[src/rtl/data_ram_arbiter_pkg.sv]
// rtl/data_ram_arbiter_pkg.sv - shared types and defaults for the data RAM arbiter
package data_ram_arbiter_pkg;

  typedef enum logic [1:0] {
    IDLE = 2'd0,
    PEND = 2'd1,
    RDAT = 2'd2
  } mon_state_t;

  localparam int ADR_W_DEFAULT      = 12;
  localparam int STARVE_MAX_DEFAULT = 15;

endpackage

[src/rtl/data_ram_arbiter_if.sv]
// rtl/data_ram_arbiter_if.sv - CPU, monitor and RAM port bundle of the data RAM arbiter
interface data_ram_arbiter_if
  import data_ram_arbiter_pkg::*;
#(
  parameter int ADR_W = ADR_W_DEFAULT
);

  logic             cpu_re;
  logic [ADR_W-1:0] cpu_radr;
  logic [31:0]      cpu_rdata;
  logic [3:0]       cpu_we;
  logic [ADR_W-1:0] cpu_wadr;
  logic [31:0]      cpu_wdata;
  logic             cpu_stall;

  logic             mon_req;
  logic             mon_wr;
  logic [ADR_W-1:0] mon_adr;
  logic [31:0]      mon_wdata;
  logic [3:0]       mon_be;
  logic             mon_ack;
  logic             mon_rvalid;
  logic [31:0]      mon_rdata;

  logic [ADR_W-1:0] ram_radr;
  logic [31:0]      ram_rdata;
  logic [ADR_W-1:0] ram_wadr;
  logic [31:0]      ram_wdata;
  logic [3:0]       ram_wen;

  modport slave (
    input  cpu_re, cpu_radr, cpu_we, cpu_wadr, cpu_wdata,
    input  mon_req, mon_wr, mon_adr, mon_wdata, mon_be,
    input  ram_rdata,
    output cpu_rdata, cpu_stall,
    output mon_ack, mon_rvalid, mon_rdata,
    output ram_radr, ram_wadr, ram_wdata, ram_wen
  );

  modport master (
    output cpu_re, cpu_radr, cpu_we, cpu_wadr, cpu_wdata,
    output mon_req, mon_wr, mon_adr, mon_wdata, mon_be,
    output ram_rdata,
    input  cpu_rdata, cpu_stall,
    input  mon_ack, mon_rvalid, mon_rdata,
    input  ram_radr, ram_wadr, ram_wdata, ram_wen
  );

endinterface

[src/rtl/data_ram_arbiter.sv]
// rtl/data_ram_arbiter.sv - shares the data RAM ports between the CPU MA stage and the debug monitor
module data_ram_arbiter
  import data_ram_arbiter_pkg::*;
#(
  parameter int ADR_W      = ADR_W_DEFAULT,
  parameter int STARVE_MAX = STARVE_MAX_DEFAULT
) (
  input logic               clk,
  input logic               rst,
  data_ram_arbiter_if.slave bus
);

  localparam int               CNT_W   = $clog2(STARVE_MAX + 1);
  localparam logic [CNT_W-1:0] CNT_MAX = CNT_W'(STARVE_MAX);
  localparam logic [CNT_W-1:0] CNT_ONE = CNT_W'(1);

  mon_state_t       state;
  mon_state_t       next_state;
  logic [CNT_W-1:0] starve_cnt;

  logic             cmd_wr;
  logic [ADR_W-1:0] cmd_adr;
  logic [31:0]      cmd_wdata;
  logic [3:0]       cmd_be;

  logic port_busy;
  logic issue;
  logic stall;
  logic mon_rd_issue;
  logic mon_wr_issue;
  logic rdat;

  always_ff @(posedge clk) begin
    if (rst) begin
      state      <= IDLE;
      starve_cnt <= '0;
      cmd_wr     <= 1'b0;
      cmd_adr    <= '0;
      cmd_wdata  <= '0;
      cmd_be     <= '0;
    end else begin
      state <= next_state;
      if (state == PEND && !issue) begin
        if (starve_cnt != CNT_MAX) begin
          starve_cnt <= starve_cnt + CNT_ONE;
        end
      end else begin
        starve_cnt <= '0;
      end
      if (state == IDLE && bus.mon_req) begin
        cmd_wr    <= bus.mon_wr;
        cmd_adr   <= bus.mon_adr;
        cmd_wdata <= bus.mon_wdata;
        cmd_be    <= bus.mon_be;
      end
    end
  end

  // A forced issue always lands on a port the CPU is using, so that is exactly the stall cycle.
  always_comb begin
    next_state   = state;
    port_busy    = cmd_wr ? (bus.cpu_we != 4'h0) : bus.cpu_re;
    issue        = !rst && (state == PEND) && (!port_busy || starve_cnt == CNT_MAX);
    stall        = issue && port_busy;
    mon_wr_issue = issue && cmd_wr;
    mon_rd_issue = issue && !cmd_wr;
    rdat         = !rst && (state == RDAT);
    case (state)
      IDLE: if (bus.mon_req) next_state = PEND;
      PEND: if (issue) next_state = cmd_wr ? IDLE : RDAT;
      RDAT: next_state = IDLE;
      default: next_state = IDLE;
    endcase
  end

  assign bus.ram_radr  = mon_rd_issue ? cmd_adr : bus.cpu_radr;
  assign bus.ram_wadr  = mon_wr_issue ? cmd_adr : bus.cpu_wadr;
  assign bus.ram_wdata = mon_wr_issue ? cmd_wdata : bus.cpu_wdata;
  assign bus.ram_wen   = rst          ? 4'h0 :
                         mon_wr_issue ? cmd_be :
                         stall        ? 4'h0 : bus.cpu_we;

  assign bus.cpu_rdata  = bus.ram_rdata;
  assign bus.cpu_stall  = stall;
  assign bus.mon_ack    = mon_wr_issue || rdat;
  assign bus.mon_rvalid = rdat;
  assign bus.mon_rdata  = rdat ? bus.ram_rdata : 32'h0;

endmodule

[src/flat_wrapper.sv]
// flat-port wrapper written by rule: the top's interface ports become plain ports
module data_ram_arbiter_flat import data_ram_arbiter_pkg::*;
#(
  parameter int ADR_W      = ADR_W_DEFAULT,
  parameter int STARVE_MAX = STARVE_MAX_DEFAULT
)
  (clk, rst, bus_cpu_re, bus_cpu_radr, bus_cpu_we, bus_cpu_wadr, bus_cpu_wdata, bus_mon_req, bus_mon_wr, bus_mon_adr, bus_mon_wdata, bus_mon_be, bus_ram_rdata, bus_cpu_rdata, bus_cpu_stall, bus_mon_ack, bus_mon_rvalid, bus_mon_rdata, bus_ram_radr, bus_ram_wadr, bus_ram_wdata, bus_ram_wen);
  data_ram_arbiter_if #(.ADR_W(ADR_W)) bus_i ();
  input logic clk;
  input logic rst;
  input wire logic [$bits(bus_i.cpu_re)-1:0] bus_cpu_re;
  input wire logic [$bits(bus_i.cpu_radr)-1:0] bus_cpu_radr;
  input wire logic [$bits(bus_i.cpu_we)-1:0] bus_cpu_we;
  input wire logic [$bits(bus_i.cpu_wadr)-1:0] bus_cpu_wadr;
  input wire logic [$bits(bus_i.cpu_wdata)-1:0] bus_cpu_wdata;
  input wire logic [$bits(bus_i.mon_req)-1:0] bus_mon_req;
  input wire logic [$bits(bus_i.mon_wr)-1:0] bus_mon_wr;
  input wire logic [$bits(bus_i.mon_adr)-1:0] bus_mon_adr;
  input wire logic [$bits(bus_i.mon_wdata)-1:0] bus_mon_wdata;
  input wire logic [$bits(bus_i.mon_be)-1:0] bus_mon_be;
  input wire logic [$bits(bus_i.ram_rdata)-1:0] bus_ram_rdata;
  output wire logic [$bits(bus_i.cpu_rdata)-1:0] bus_cpu_rdata;
  output wire logic [$bits(bus_i.cpu_stall)-1:0] bus_cpu_stall;
  output wire logic [$bits(bus_i.mon_ack)-1:0] bus_mon_ack;
  output wire logic [$bits(bus_i.mon_rvalid)-1:0] bus_mon_rvalid;
  output wire logic [$bits(bus_i.mon_rdata)-1:0] bus_mon_rdata;
  output wire logic [$bits(bus_i.ram_radr)-1:0] bus_ram_radr;
  output wire logic [$bits(bus_i.ram_wadr)-1:0] bus_ram_wadr;
  output wire logic [$bits(bus_i.ram_wdata)-1:0] bus_ram_wdata;
  output wire logic [$bits(bus_i.ram_wen)-1:0] bus_ram_wen;
  assign bus_i.cpu_re = bus_cpu_re;
  assign bus_i.cpu_radr = bus_cpu_radr;
  assign bus_i.cpu_we = bus_cpu_we;
  assign bus_i.cpu_wadr = bus_cpu_wadr;
  assign bus_i.cpu_wdata = bus_cpu_wdata;
  assign bus_i.mon_req = bus_mon_req;
  assign bus_i.mon_wr = bus_mon_wr;
  assign bus_i.mon_adr = bus_mon_adr;
  assign bus_i.mon_wdata = bus_mon_wdata;
  assign bus_i.mon_be = bus_mon_be;
  assign bus_i.ram_rdata = bus_ram_rdata;
  assign bus_cpu_rdata = bus_i.cpu_rdata;
  assign bus_cpu_stall = bus_i.cpu_stall;
  assign bus_mon_ack = bus_i.mon_ack;
  assign bus_mon_rvalid = bus_i.mon_rvalid;
  assign bus_mon_rdata = bus_i.mon_rdata;
  assign bus_ram_radr = bus_i.ram_radr;
  assign bus_ram_wadr = bus_i.ram_wadr;
  assign bus_ram_wdata = bus_i.ram_wdata;
  assign bus_ram_wen = bus_i.ram_wen;
  data_ram_arbiter #(.ADR_W(ADR_W), .STARVE_MAX(STARVE_MAX)) u_core (.clk(clk), .rst(rst), .bus(bus_i));
endmodule
[config.mk]
export PLATFORM = sky130hd
export DESIGN_NAME = data_ram_arbiter_flat
export DESIGN_NICKNAME = d
export VERILOG_FILES = /design/src/rtl/data_ram_arbiter_pkg.sv /design/src/rtl/data_ram_arbiter_if.sv /design/src/rtl/data_ram_arbiter.sv /design/src/flat_wrapper.sv
export SDC_FILE = /design/constraint.sdc
export NUM_CORES = 1
export LEC_CHECK = 0
export BUFFER_PORTS_ARGS = -buffer_cell sky130_fd_sc_hd__clkbuf_2
export CAP_MARGIN = 10
export CORE_AREA = 2 2 105 107
export CTS_CLUSTER_SIZE = 8
export DETAILED_ROUTE_END_ITERATION = 12
export DIE_AREA = 0 0 107 109
export PLACE_DENSITY = 0.67
export SKIP_CTS_REPAIR_TIMING = 1
export SLEW_MARGIN = 0
export SYNTH_ARGS = -nofsm -noshare
export SYNTH_HDL_FRONTEND = slang
export SYNTH_SLANG_ARGS = --single-unit
[constraint.sdc]
create_clock -name clk -period 2.72 [get_ports clk]
set_clock_uncertainty 0.15 [all_clocks]
set_input_delay 0.136 -clock clk [delete_from_list [all_inputs] [get_ports clk]]
set_output_delay 0.136 -clock clk [all_outputs]
set_load 0.05 [all_outputs]
Word-level counts from Yosys, hierarchy flattened. Index checks and enable logic that the tools add are counted.

Multipliers: 0. Eq/ne operators: 6. Reduce and logical (&&, ||, !) cells: 18. $lt $le $gt $ge: 0. Div/mod/pow operators: 0. Add/subtract/negate cells: 1. Multiplexer cells: 12. Bitwise operators: 1. Shift operators: 0.

Operators by type and width (number): $mux W32 (2); $mux W12 (2); $mux W4 (3); $logic_and A1 B1 Y1 (8); $mux W2 (3); $add A4 B1 Y4 const B (1); $eq A4 B4 Y1 const B (1); $logic_not A1 Y1 (4); $ne A4 B4 Y1 const B (1); $pmux W2 S2 (1); $reduce_bool A4 Y1 (1); $eq A2 B1 Y1 const B (1); $eq A2 B2 Y1 const B (1); $logic_not A2 Y1 (1); $logic_or A1 B1 Y1 (2); $ne A2 B1 Y1 const B (1); $ne A2 B2 Y1 const B (1); $reduce_and A2 Y1 (1); $reduce_or A2 Y1 (1); $mux W1 (1); $not A1 Y1 (1).

Output and inout bits: 127. Bits in latches: 0. Memory bits (writable): 0. Bits in read-only memories: 0. Logic and storage cells: 44. Bits in registers: 55. Memories kept: 0.

Depth between registers and ports, before layout. Gate-level depths: netlist of the first run.

Word-level depth: 9. Depth in mapped cells: 6.

Worst setup path before layout of the first run. No wires, ideal clock.

Kind: register to output. From: reg u_core.starve_cnt[0]. To: out bus_ram_wen[0]. Data arrival time: 2651 ps. Setup slack: -217 ps. Stages on the path, launching flop included: 5. Cell sequence: dfxtp_1 > ha_1 > nand3_1 > a2111oi_2 > o32ai_1.

Longest elaborated chain between the ends: 7. Elaborated cells on any way between the ends: 8.

Ends and longest elaborated chain: start, declared (line data_ram_arbiter.sv:19) `logic [CNT_W-1:0] starve_cnt;`; start signal, assigned (line data_ram_arbiter.sv:45) `starve_cnt <= starve_cnt + CNT_ONE;`; $eq A4 B4 Y1 (line data_ram_arbiter.sv:63) `issue = !rst && (state == PEND) && (!port_busy || starve_cnt == CNT_MAX);`; $logic_or A1 B1 Y1 (line data_ram_arbiter.sv:63); $logic_and A1 B1 Y1 (line data_ram_arbiter.sv:63); $logic_and A1 B1 Y1 (line data_ram_arbiter.sv:64) `stall = issue && port_busy;`; named net bus_cpu_stall (line flat_wrapper.sv:23) `output wire logic [$bits(bus_i.cpu_stall)-1:0] bus_cpu_stall;`; $mux W4 (line data_ram_arbiter.sv:81) `stall ? 4'h0 : bus.cpu_we;`; $mux W4 (line data_ram_arbiter.sv:80) `mon_wr_issue ? cmd_be :`; $mux W4 (line data_ram_arbiter.sv:79) `assign bus.ram_wen = rst ? 4'h0 :`; end, declared (line flat_wrapper.sv:30) `output wire logic [$bits(bus_i.ram_wen)-1:0] bus_ram_wen;`.

The timed path passes the listed nets, and every way through them passes these cells.

Worst setup path in the final report of the first run.
From: reg u_core.starve_cnt[0]. To: out bus_ram_radr[1].

Longest elaborated chain between the ends: 5.

Ends and longest elaborated chain: $eq A4 B4 Y1 (line data_ram_arbiter.sv:63); $logic_or A1 B1 Y1 (line data_ram_arbiter.sv:63); $logic_and A1 B1 Y1 (line data_ram_arbiter.sv:63); $logic_and A1 B1 Y1 (line data_ram_arbiter.sv:66) `mon_rd_issue = issue && !cmd_wr;`; $mux W12 (line data_ram_arbiter.sv:76) `assign bus.ram_radr = mon_rd_issue ? cmd_adr : bus.cpu_radr;`; end, declared (line flat_wrapper.sv:27) `output wire logic [$bits(bus_i.ram_radr)-1:0] bus_ram_radr;`.

No other way between the ends.

==> results of run 1 <==
registers in the layout, summed over array words and instances (netlist names):
signal and count:
u_core.state 2, u_core.starve_cnt 4, u_core.cmd_wdata 32, u_core.cmd_be 4, u_core.cmd_adr 12, u_core.cmd_wr 1
worst max-delay path by stage:
stage	endpoint	cells after the start	from
global route	bus_ram_radr[11]	6	u_core.starve_cnt[0]
detailed placement	bus_ram_wdata[1]	6	u_core.starve_cnt[0]
finish	bus_ram_radr[1]	6	u_core.starve_cnt[0]
CTS	bus_ram_wdata[1]	6	u_core.starve_cnt[0]
floorplan	bus_ram_wen[0]	4	u_core.starve_cnt[0]
global placement	bus_ram_wdata[6]	6	u_core.starve_cnt[0]
cell families (layout without fill, tap and decap cells):
family / count (synthesis) / in the layout
adder cells (fa/ha/maj): 1 / 1
flip-flops: 55 / 55
buffers and inverters: 64 / 346
AND/OR/NAND/NOR: 95 / 95
AO/OA/AOI/OAI: 11 / 11
XOR/XNOR: 1 / 1
multiplexers: 105 / 105
per-layer routing:
| metal | global-route usage | wire [microns] |
|---|---|---|
| met5 | 0 | 0 |
| met4 | 0.03432 | 93 |
| met3 | 0.03288 | 569 |
| met2 | 0.2771 | 5516 |
| met1 | 0.1512 | 3699 |
worst max-delay path: cells and delay by family (launching register included):
| family | cells | cell delay [ns] |
|---|---|---|
| buf+inv | 2 | 0.50 |
| flops | 1 | 0.39 |
| mux | 1 | 0.36 |
| compound gates | 1 | 0.28 |
| fa+ha+maj | 1 | 0.24 |
| simple gates | 1 | 0.21 |
per-stage QoR:
stage / cell area, sq um / std cells / power, mW / util / hold WS (ns)
after floorplan: 3274 / 332 / 1.443 / - / 0.1330
after global placement: 4538 / 698 / 1.614 / 0.4280 / 0.2188
after detailed placement: 4538 / 698 / 1.625 / 0.4280 / 0.2271
after CTS: 4648 / 705 / 2.199 / 0.4384 / -0.1027
after global routing: 5142 / 754 / 2.332 / 0.4850 / 0.07978
final: 5142 / 754 / 2.223 / 0.4850 / 0.06754
synth_stat cells (2+ instances only):
cell,n
and2_1,32
nor2_1,52
mux2i_1,49
dfxtp_1,55
mux2_1,5
o32ai_1,4
inv_1,11
nor3b_1,3
mux2_2,42
buf_2,9
buf_4,32
mux2_4,9
nand3_1,2
clkbuf_1,10
layout make-up:
| class | count | area, sq um |
|---|---|---|
| flip-flops and latches | 55 | 1101 |
| inverters | 11 | 41.29 |
| multi-input cells | 213 | 1804 |
| clock inverters | 2 | 41.29 |
| repair buffers | 328 | 1911 |
| fillers | 958 | 5460 |
| clock buffers | 5 | 68.82 |
| well taps | 140 | 175.2 |
power breakdown:
group	internal, mW	switching (mW)	total, mW
combinational	0.292	0.474	0.766
clock	0.277	0.284	0.560
sequential	0.861	0.0367	0.897
==> run_results.csv, run 1 <==
group,metric,value,unit
status,status,"complete, no violations",
placement,place_hpwl,7332,microns
routing,ant_nets,0,
hold_path,hold_path_end,"u_core.starve_cnt[2]",
sta,finalSetupViolCount,0,
pwr,p_per_area,432.3,nW/um^2
hold_path,hold_path_depth,3,
routing,drc,0,
global_routing,grt_pass1_vias,2831,
logic_synthesis,synth_flop_cell,"dfxtp_1",
sta,max_slew.worst_pin.slew,0.5072,ns
sta,hold_violations,0,
critical_path,cp_cell_sequence,"ha_1 > nand3_1 > a211oi_4 > buf_4 > mux2_2 > clkbuf_2",
logic_synthesis,synthTopCellsByArea,"dfxtp_1 (34%), mux2i_1 (15%), mux2_2 (14%)",
clock_tree,cts_tree,"built",
logic_synthesis,syn-num-nets,478,
clock_tree,root_buffer,"clkbuf_8",
sta,worst_slack,0.1305,ns
floorplan,initial_core_util,0.3076,
logic_synthesis,synth_edf_count,0,
sta,period_needed,2.589,ns
global_routing,gr-total-overflow,0,
logic_synthesis,synth_cells,332,
finish,mostFrequentLayoutCells,"clkbuf_2 (271), dfxtp_1 (55), nor2_1 (52)",
finish,diodes,0,
logic_synthesis,synth.avg_cell_area,9.825,sq um
logic_synthesis,synth_xor_area_frac,0.002685,
placement,port_buffers,271,
critical_path,crit_fanout,13,
logic_synthesis,synth_top_area_frac,0.3376,
floorplan,io-pin-count,272,
logic_synthesis,ys_async_sr_fraction,0,
clock_tree,path_clk_slew,0.11,ns
critical_path,slowest_delay,0.39,ns
logic_synthesis,netlist_area,3262,sq um
placement,routabilityCongestion,0.7294,
critical_path,worstPathArrival,2.30,ns
floorplan,dieWidth,107,microns
critical_path,path_class,"reg -> out",
critical_path,worst_r2r_path_depth,4,
finish,final_net_count,760,
logic_synthesis,synth-simple-area-share,0.1496,
clock_tree,ctsLongestPathBuffers,2,
critical_path,start_kind,"flop",
clock_tree,cts.sinks,55,
global_routing,globalRouteTotalUtil,0.1409,
routing,drt-total-wl,9878,microns
finish,layout-drive-gt1-share,0.5603,
critical_path,critPathSlowestCell,"dfxtp_1",
logic_synthesis,synth_compound_area_frac,0.03260,
logic_synthesis,synth_mux_area_frac,0.3540,
routing,drtPass1Iterations,4,
global_routing,grt_first_pass_wirelength,13120,microns
logic_synthesis,yosysUniqueCellTypes,31,
finish,final_common_cell,"clkbuf_2",
logic_synthesis,synth_top_family_by_area,"multiplexers",
pwr,vdd_drop_max,0.0002124,V
routing,wl_per_cell,13.10,microns
logic_synthesis,synth_seq_area_share,0.3376,
finish,syn2layout_area_growth,57.65,%
floorplan,die_h,109,microns
logic_synthesis,synthAdderAreaFrac,0.003836,
sta,fin_crit_sh,0.9520,
placement,place_ws,0.4023,ns
routing,drt_iter0_drc,127,
global_routing,grt_max_degree,34,
hold_path,holdCritPathClass,"in -> reg",
critical_path,setup.worst_path.end_class,"primary output",
pwr,leakage,2.669,nW
global_routing,antenna_found_initial,0,
logic_synthesis,yosysWarnings,0,
logic_synthesis,ys_ff_latch,55,
routing,route.vias.total,3317,
critical_path,r2r_end,"u_core.starve_cnt[3]",
critical_path,required,2.43,ns
sta,slew_violations,0,
floorplan,dieArea,11660,sq um
sta,timing.fmax,0.3862,GHz
sta,relSlewSlack,0.6619,
floorplan,core-area,10600,sq um
clock_tree,insertion_delay,0.30,ns
logic_synthesis,synth_top_area_cell,"dfxtp_1",
hold_path,min_from,"rst",
clock_tree,numCtsBuffers,5,
critical_path,reg2reg_from,"u_core.starve_cnt[0]",
clock_tree,htree_levels,2,
routing,routed_via_density,4.399,
critical_path,ff2ff_setup_slack,1.04,ns
floorplan,std_cell_rows,38,
sta,tns,0,ns
flow_run,cap_violations,0,
No activity file was read; power rests on OpenSTA's default activity.
==> inputs of run 2 (changes only) <==
GPL_ROUTABILITY_DRIVEN = 0   (was default)
PLACE_DENSITY = 0.73   (was 0.67)
==> run 2 against run 1 <==
Effect of this change: maximum frequency fell by 1.2%; sequential share of layout area barely moved; first-iteration DRC count fell by 30%; register-to-register slack barely moved; flip-flop and latch count unchanged; global-route usage about the same; count of clock-buffer cells in the layout up 1; final cell count unchanged; combinational power grew 0.9%; worst hold slack gained 0.014 ns; via count grew 2.4%; critical endpoint is now bus_ram_radr[0].
==> run_results.csv, run 2 (same netlist as run 1, synthesis figures left out) <==
group,metric,value,unit
status,status,"complete, no violations",
critical_path,crit_fanout,13,
floorplan,core-area,10600,sq um
clock_tree,insertion_delay,0.31,ns
critical_path,critical-path-top-delay-family,"buffers and inverters",
global_routing,gr-total-overflow,0,
flow_run,cap_violations,0,
sta,fin_crit_sh,0.9635,
clock_tree,numCtsBuffers,5,
finish,final_common_cell,"clkbuf_2",
finish,final_net_count,759,
critical_path,cp_cell_sequence,"ha_1 > nand3_1 > a211oi_4 > buf_4 > mux2_2 > clkbuf_2",
routing,route.vias.total,3397,
routing,drc,0,
hold_path,holdCritPathClass,"in -> reg",
pwr,p_per_area,432.2,nW/um^2
critical_path,r2r_end,"u_core.cmd_wdata[1]",
critical_path,worstPathArrival,2.33,ns
routing,drtPass1Iterations,4,
critical_path,required,2.43,ns
critical_path,setup.worst_path.end_class,"primary output",
finish,layout-drive-gt1-share,0.5586,
critical_path,worst_r2r_path_depth,4,
finish,reg.largest.list,"u_core.cmd_wdata (32), u_core.cmd_adr (12)",
global_routing,antenna_found_initial,0,
floorplan,die_h,109,microns
sta,timing.fmax,0.3816,GHz
finish,largest_register_ffs,32,
global_routing,grt_max_degree,56,
critical_path,cp.depth,6,
placement,port_buffers,271,
routing,routed_via_density,4.505,
sta,hold_violations,0,
critical_path,ff2ff_setup_slack,1.03,ns
global_routing,grt_first_pass_wirelength,13080,microns
finish,mostFrequentLayoutCells,"clkbuf_2 (271), dfxtp_1 (55), nor2_1 (52)",
placement,placed_cells,697,
finish,fin_cells,754,
critical_path,crit_path_end,"bus_ram_radr[0]",
floorplan,io-pin-count,272,
routing,drt_iter0_drc,89,
sta,hold_ws,0.08112,ns
sta,finalSetupViolCount,0,
finish,fill_cells,963,
hold_path,hold_path_depth,3,
critical_path,path_class,"reg -> out",
critical_path,start_kind,"flop",
placement,place_hpwl,7467,microns
critical_path,critPathSlowestCell,"dfxtp_1",
critical_path,crit_start,"u_core.starve_cnt[0]",
finish,multi_input_area,1804,sq um
floorplan,std_cell_rows,38,
critical_path,slowest_delay,0.38,ns
clock_tree,path_clk_slew,0.10,ns
pwr,leakage,2.668,nW
critical_path,reg2reg_from,"u_core.state[1]",
pwr,vdd_drop_max,0.0002305,V
routing,wl_per_cell,13.68,microns
global_routing,grt_pass1_vias,2907,
clock_tree,ctsLongestPathBuffers,2,
sta,relSlewSlack,0.6188,
clock_tree,cts.sinks,55,
clock_tree,htree_levels,2,
routing,drt-total-wl,10320,microns
routing,ant_nets,0,
finish,syn2layout_area_growth,57.73,%
floorplan,initial_core_util,0.3076,
sta,slew_violations,0,
finish,seqCellArea,1101,sq um
sta,tns,0,ns
floorplan,dieWidth,107,microns
clock_tree,root_buffer,"clkbuf_8",
sta,max_slew.worst_pin.slew,0.5718,ns
critical_path,critical_path_buf_inv_count,2,
sta,period_needed,2.621,ns
floorplan,dieArea,11660,sq um
global_routing,globalRouteTotalUtil,0.1413,
finish,diodes,0,
finish,largest_register,"u_core.cmd_wdata",
clock_tree,cts_tree,"built",
[run 2: how the worst min path moves through the flow]
stage                           from              endpoint
global route                     rst  u_core.starve_cnt[2]
finish                           rst  u_core.starve_cnt[2]
detailed placement  bus_mon_wdata[7]   u_core.cmd_wdata[7]
CTS                   bus_mon_adr[0]     u_core.cmd_adr[0]
floorplan           bus_mon_wdata[0]   u_core.cmd_wdata[0]
global placement    bus_mon_wdata[2]   u_core.cmd_wdata[2]
[run 2: worst reg2reg max path: cells and delay by family, from the launching register on]
kind                   cells  cell delay, ns
DFF                        1            0.35
and+or+nand+nor            2            0.31
buffers and inverters      1            0.43
muxes                      1            0.34
[run 2: area by class of cell]
cell class / instances / share of cell area
timing repair buffer: 327 / 0.3716
multi-input combinational: 213 / 0.3507
sequential: 55 / 0.2140
tap: 140 / 0.03405
clock buffer: 6 / 0.01411
inverter: 11 / 0.008025
clock inverter: 2 / 0.007539
[run 2: routing by layer]
metal | routed length, microns | GRT usage
met1 | 3437 | 0.1334
met2 | 5818 | 0.2957
met3 | 822 | 0.03586
met4 | 237 | 0.03989
met5 | 0 | 0
[run 2: stage by stage]
stage            util  cell area [sq um]  total power, mW  setup WS [ns]
2_1_floorplan       -               3274            1.443         0.2679
3_3_place_gp   0.4285               4543            1.613         0.5312
3_5_place_dp   0.4285               4543            1.628         0.4847
4_1_cts        0.4390               4654            2.178         0.1107
5_1_grt        0.4852               5145            2.315       -0.01104
6_report       0.4852               5145            2.224        0.09929
[run 2: power by group]
| group | switching (mW) | leakage, nW | internal [mW] |
|---|---|---|---|
| Clock | 0.273 | 0.0558 | 0.279 |
| Combinational | 0.482 | 2.16 | 0.291 |
| Sequential | 0.0383 | 0.452 | 0.861 |
| Total | 0.793 | 2.67 | 1.43 |
==> inputs of run 3 (changes only) <==
MAX_ROUTING_LAYER = met4   (was default)
==> run 3 against run 2 <==
Effect of this change: sequential share of layout area unchanged; worst hold slack about the same; flip-flop and latch count unchanged; global-route usage increased by 0.42 points; core utilization unchanged; final cell count unchanged; non-clock buffer count unchanged; worst setup slack got worse by 0.0071 ns; register-to-register slack about the same; count of clock-buffer cells in the layout unchanged; routed wire length increased by 0.32%; maximum frequency decreased by 0.27%; critical path type unchanged.
==> run_results.csv, run 3 (same netlist as run 1, synthesis figures left out) <==
group,metric,value,unit
status,status,"complete, no violations",
critical_path,critical_path_buf_inv_count,2,
critical_path,required,2.43,ns
floorplan,die_h,109,microns
global_routing,grt_max_degree,56,
floorplan,dieWidth,107,microns
global_routing,antenna_found_initial,0,
routing,drc,0,
floorplan,core-area,10600,sq um
pwr,p_per_area,432.7,nW/um^2
pwr,leakage,2.668,nW
clock_tree,htree_levels,2,
placement,placed_cells,697,
floorplan,dieArea,11660,sq um
sta,timing.fmax,0.3805,GHz
critical_path,slowest_delay,0.39,ns
routing,drt-total-wl,10350,microns
routing,drt_iter0_drc,92,
finish,mostFrequentLayoutCells,"clkbuf_2 (271), dfxtp_1 (55), nor2_1 (52)",
sta,finalSetupViolCount,0,
finish,syn2layout_area_growth,57.73,%
floorplan,initial_core_util,0.3076,
critical_path,critPathSlowestCell,"mux2_2",
finish,fin_cells,754,
sta,slew_violations,0,
critical_path,crit_start,"u_core.starve_cnt[0]",
sta,relSlewSlack,0.6132,
finish,final_net_count,759,
global_routing,globalRouteTotalUtil,0.1456,
clock_tree,cts_tree,"built",
critical_path,cp_cell_sequence,"ha_1 > nand3_1 > a211oi_4 > buf_4 > mux2_2 > clkbuf_2",
critical_path,critical-path-top-delay-family,"buffers and inverters",
sta,max_slew.worst_pin.slew,0.5803,ns
sta,period_needed,2.628,ns
global_routing,grt_first_pass_wirelength,13080,microns
flow_run,cap_violations,0,
finish,final_common_cell,"clkbuf_2",
finish,layout-drive-gt1-share,0.5586,
clock_tree,cts.sinks,55,
global_routing,grt_pass1_vias,2906,
placement,place_area,4543,sq um
finish,reg.largest.list,"u_core.cmd_wdata (32), u_core.cmd_adr (12)",
routing,ant_nets,0,
clock_tree,path_clk_slew,0.10,ns
finish,postLayoutCoreUtil,0.4852,
hold_path,min_from,"rst",
critical_path,crit_fanout,13,
placement,port_buffers,271,
placement,place_hpwl,7467,microns
routing,drtPass1Iterations,4,
sta,hold_violations,0,
finish,largest_register_ffs,32,
pwr,vdd_drop_max,0.0002304,V
floorplan,std_cell_rows,38,
clock_tree,ctsLongestPathBuffers,2,
hold_path,holdCritPathClass,"in -> reg",
clock_tree,insertion_delay,0.31,ns
clock_tree,root_buffer,"clkbuf_8",
sta,fin_crit_sh,0.9661,
critical_path,start_kind,"flop",
critical_path,setup.worst_path.end_class,"primary output",
finish,design_area,5145,sq um
routing,wl_per_cell,13.73,microns
finish,fill_cells,963,
critical_path,path_class,"reg -> out",
finish,largest_register,"u_core.cmd_wdata",
critical_path,worstPathArrival,2.34,ns
finish,diodes,0,
global_routing,gr-total-overflow,0,
critical_path,reg2reg_from,"u_core.starve_cnt[0]",
routing,routed_via_density,4.516,
critical_path,ff2ff_setup_slack,1.03,ns
routing,route.vias.total,3405,
floorplan,io-pin-count,272,
clock_tree,numCtsBuffers,5,
==> run 3: cell counts in the layout (fill, tap and decap cells not counted) <==
No cell type changed its count.
==> run 3: final cells by class <==
cell class | instances | area, sq um | share of cell area
Timing Repair Buffer | 327 | 1912 | 0.3716
Multi-Input combinational cell | 213 | 1804 | 0.3507
Sequential cell | 55 | 1101 | 0.2140
Tap cell | 140 | 175.2 | 0.03405
Clock buffer | 6 | 72.57 | 0.01411
Inverter | 11 | 41.29 | 0.008025
Clock inverter | 2 | 38.79 | 0.007539
==> run 3: metal layers <==
metal / GRT usage / share of wire
met5: - / 0
met4: 0.03989 / 0.019
met3: 0.03228 / 0.071
met2: 0.2953 / 0.57
met1: 0.1363 / 0.34
==> run 3: final timing paths <==
kind / end / cells past startpoint
worst max register to register: u_core.starve_cnt[3] / 4
worst min register to register: u_core.starve_cnt[0] / 1
worst min-delay path: u_core.starve_cnt[2] / 3
worst max-delay path: bus_ram_radr[0] / 6
==> run 3: worst register-to-register path, stage by stage (launching register included) <==
cell and delay [ns]:
dfxtp_1 0.35, ha_1 0.25, and3_1 0.24, a2111o_1 0.41
nor3_1 0.22
==> run 3: stage by stage <==
stage	power (mW)	setup TNS, ns	setup slack (ns)	hold WS (ns)
after global placement	1.613	0	0.5312	0.2191
final	2.226	0	0.09218	0.08072
after global routing	2.315	-0.01174	-0.01174	0.07332
after CTS	2.178	0	0.1107	-0.1092
after detailed placement	1.628	0	0.4847	0.2322
after floorplan	1.443	0	0.2679	0.1330
==> run 3: report_power, final <==
part           total, mW  internal (mW)  switching [mW]
combinational      0.773          0.291           0.482
sequential         0.899          0.861          0.0385
clock              0.554          0.279           0.275
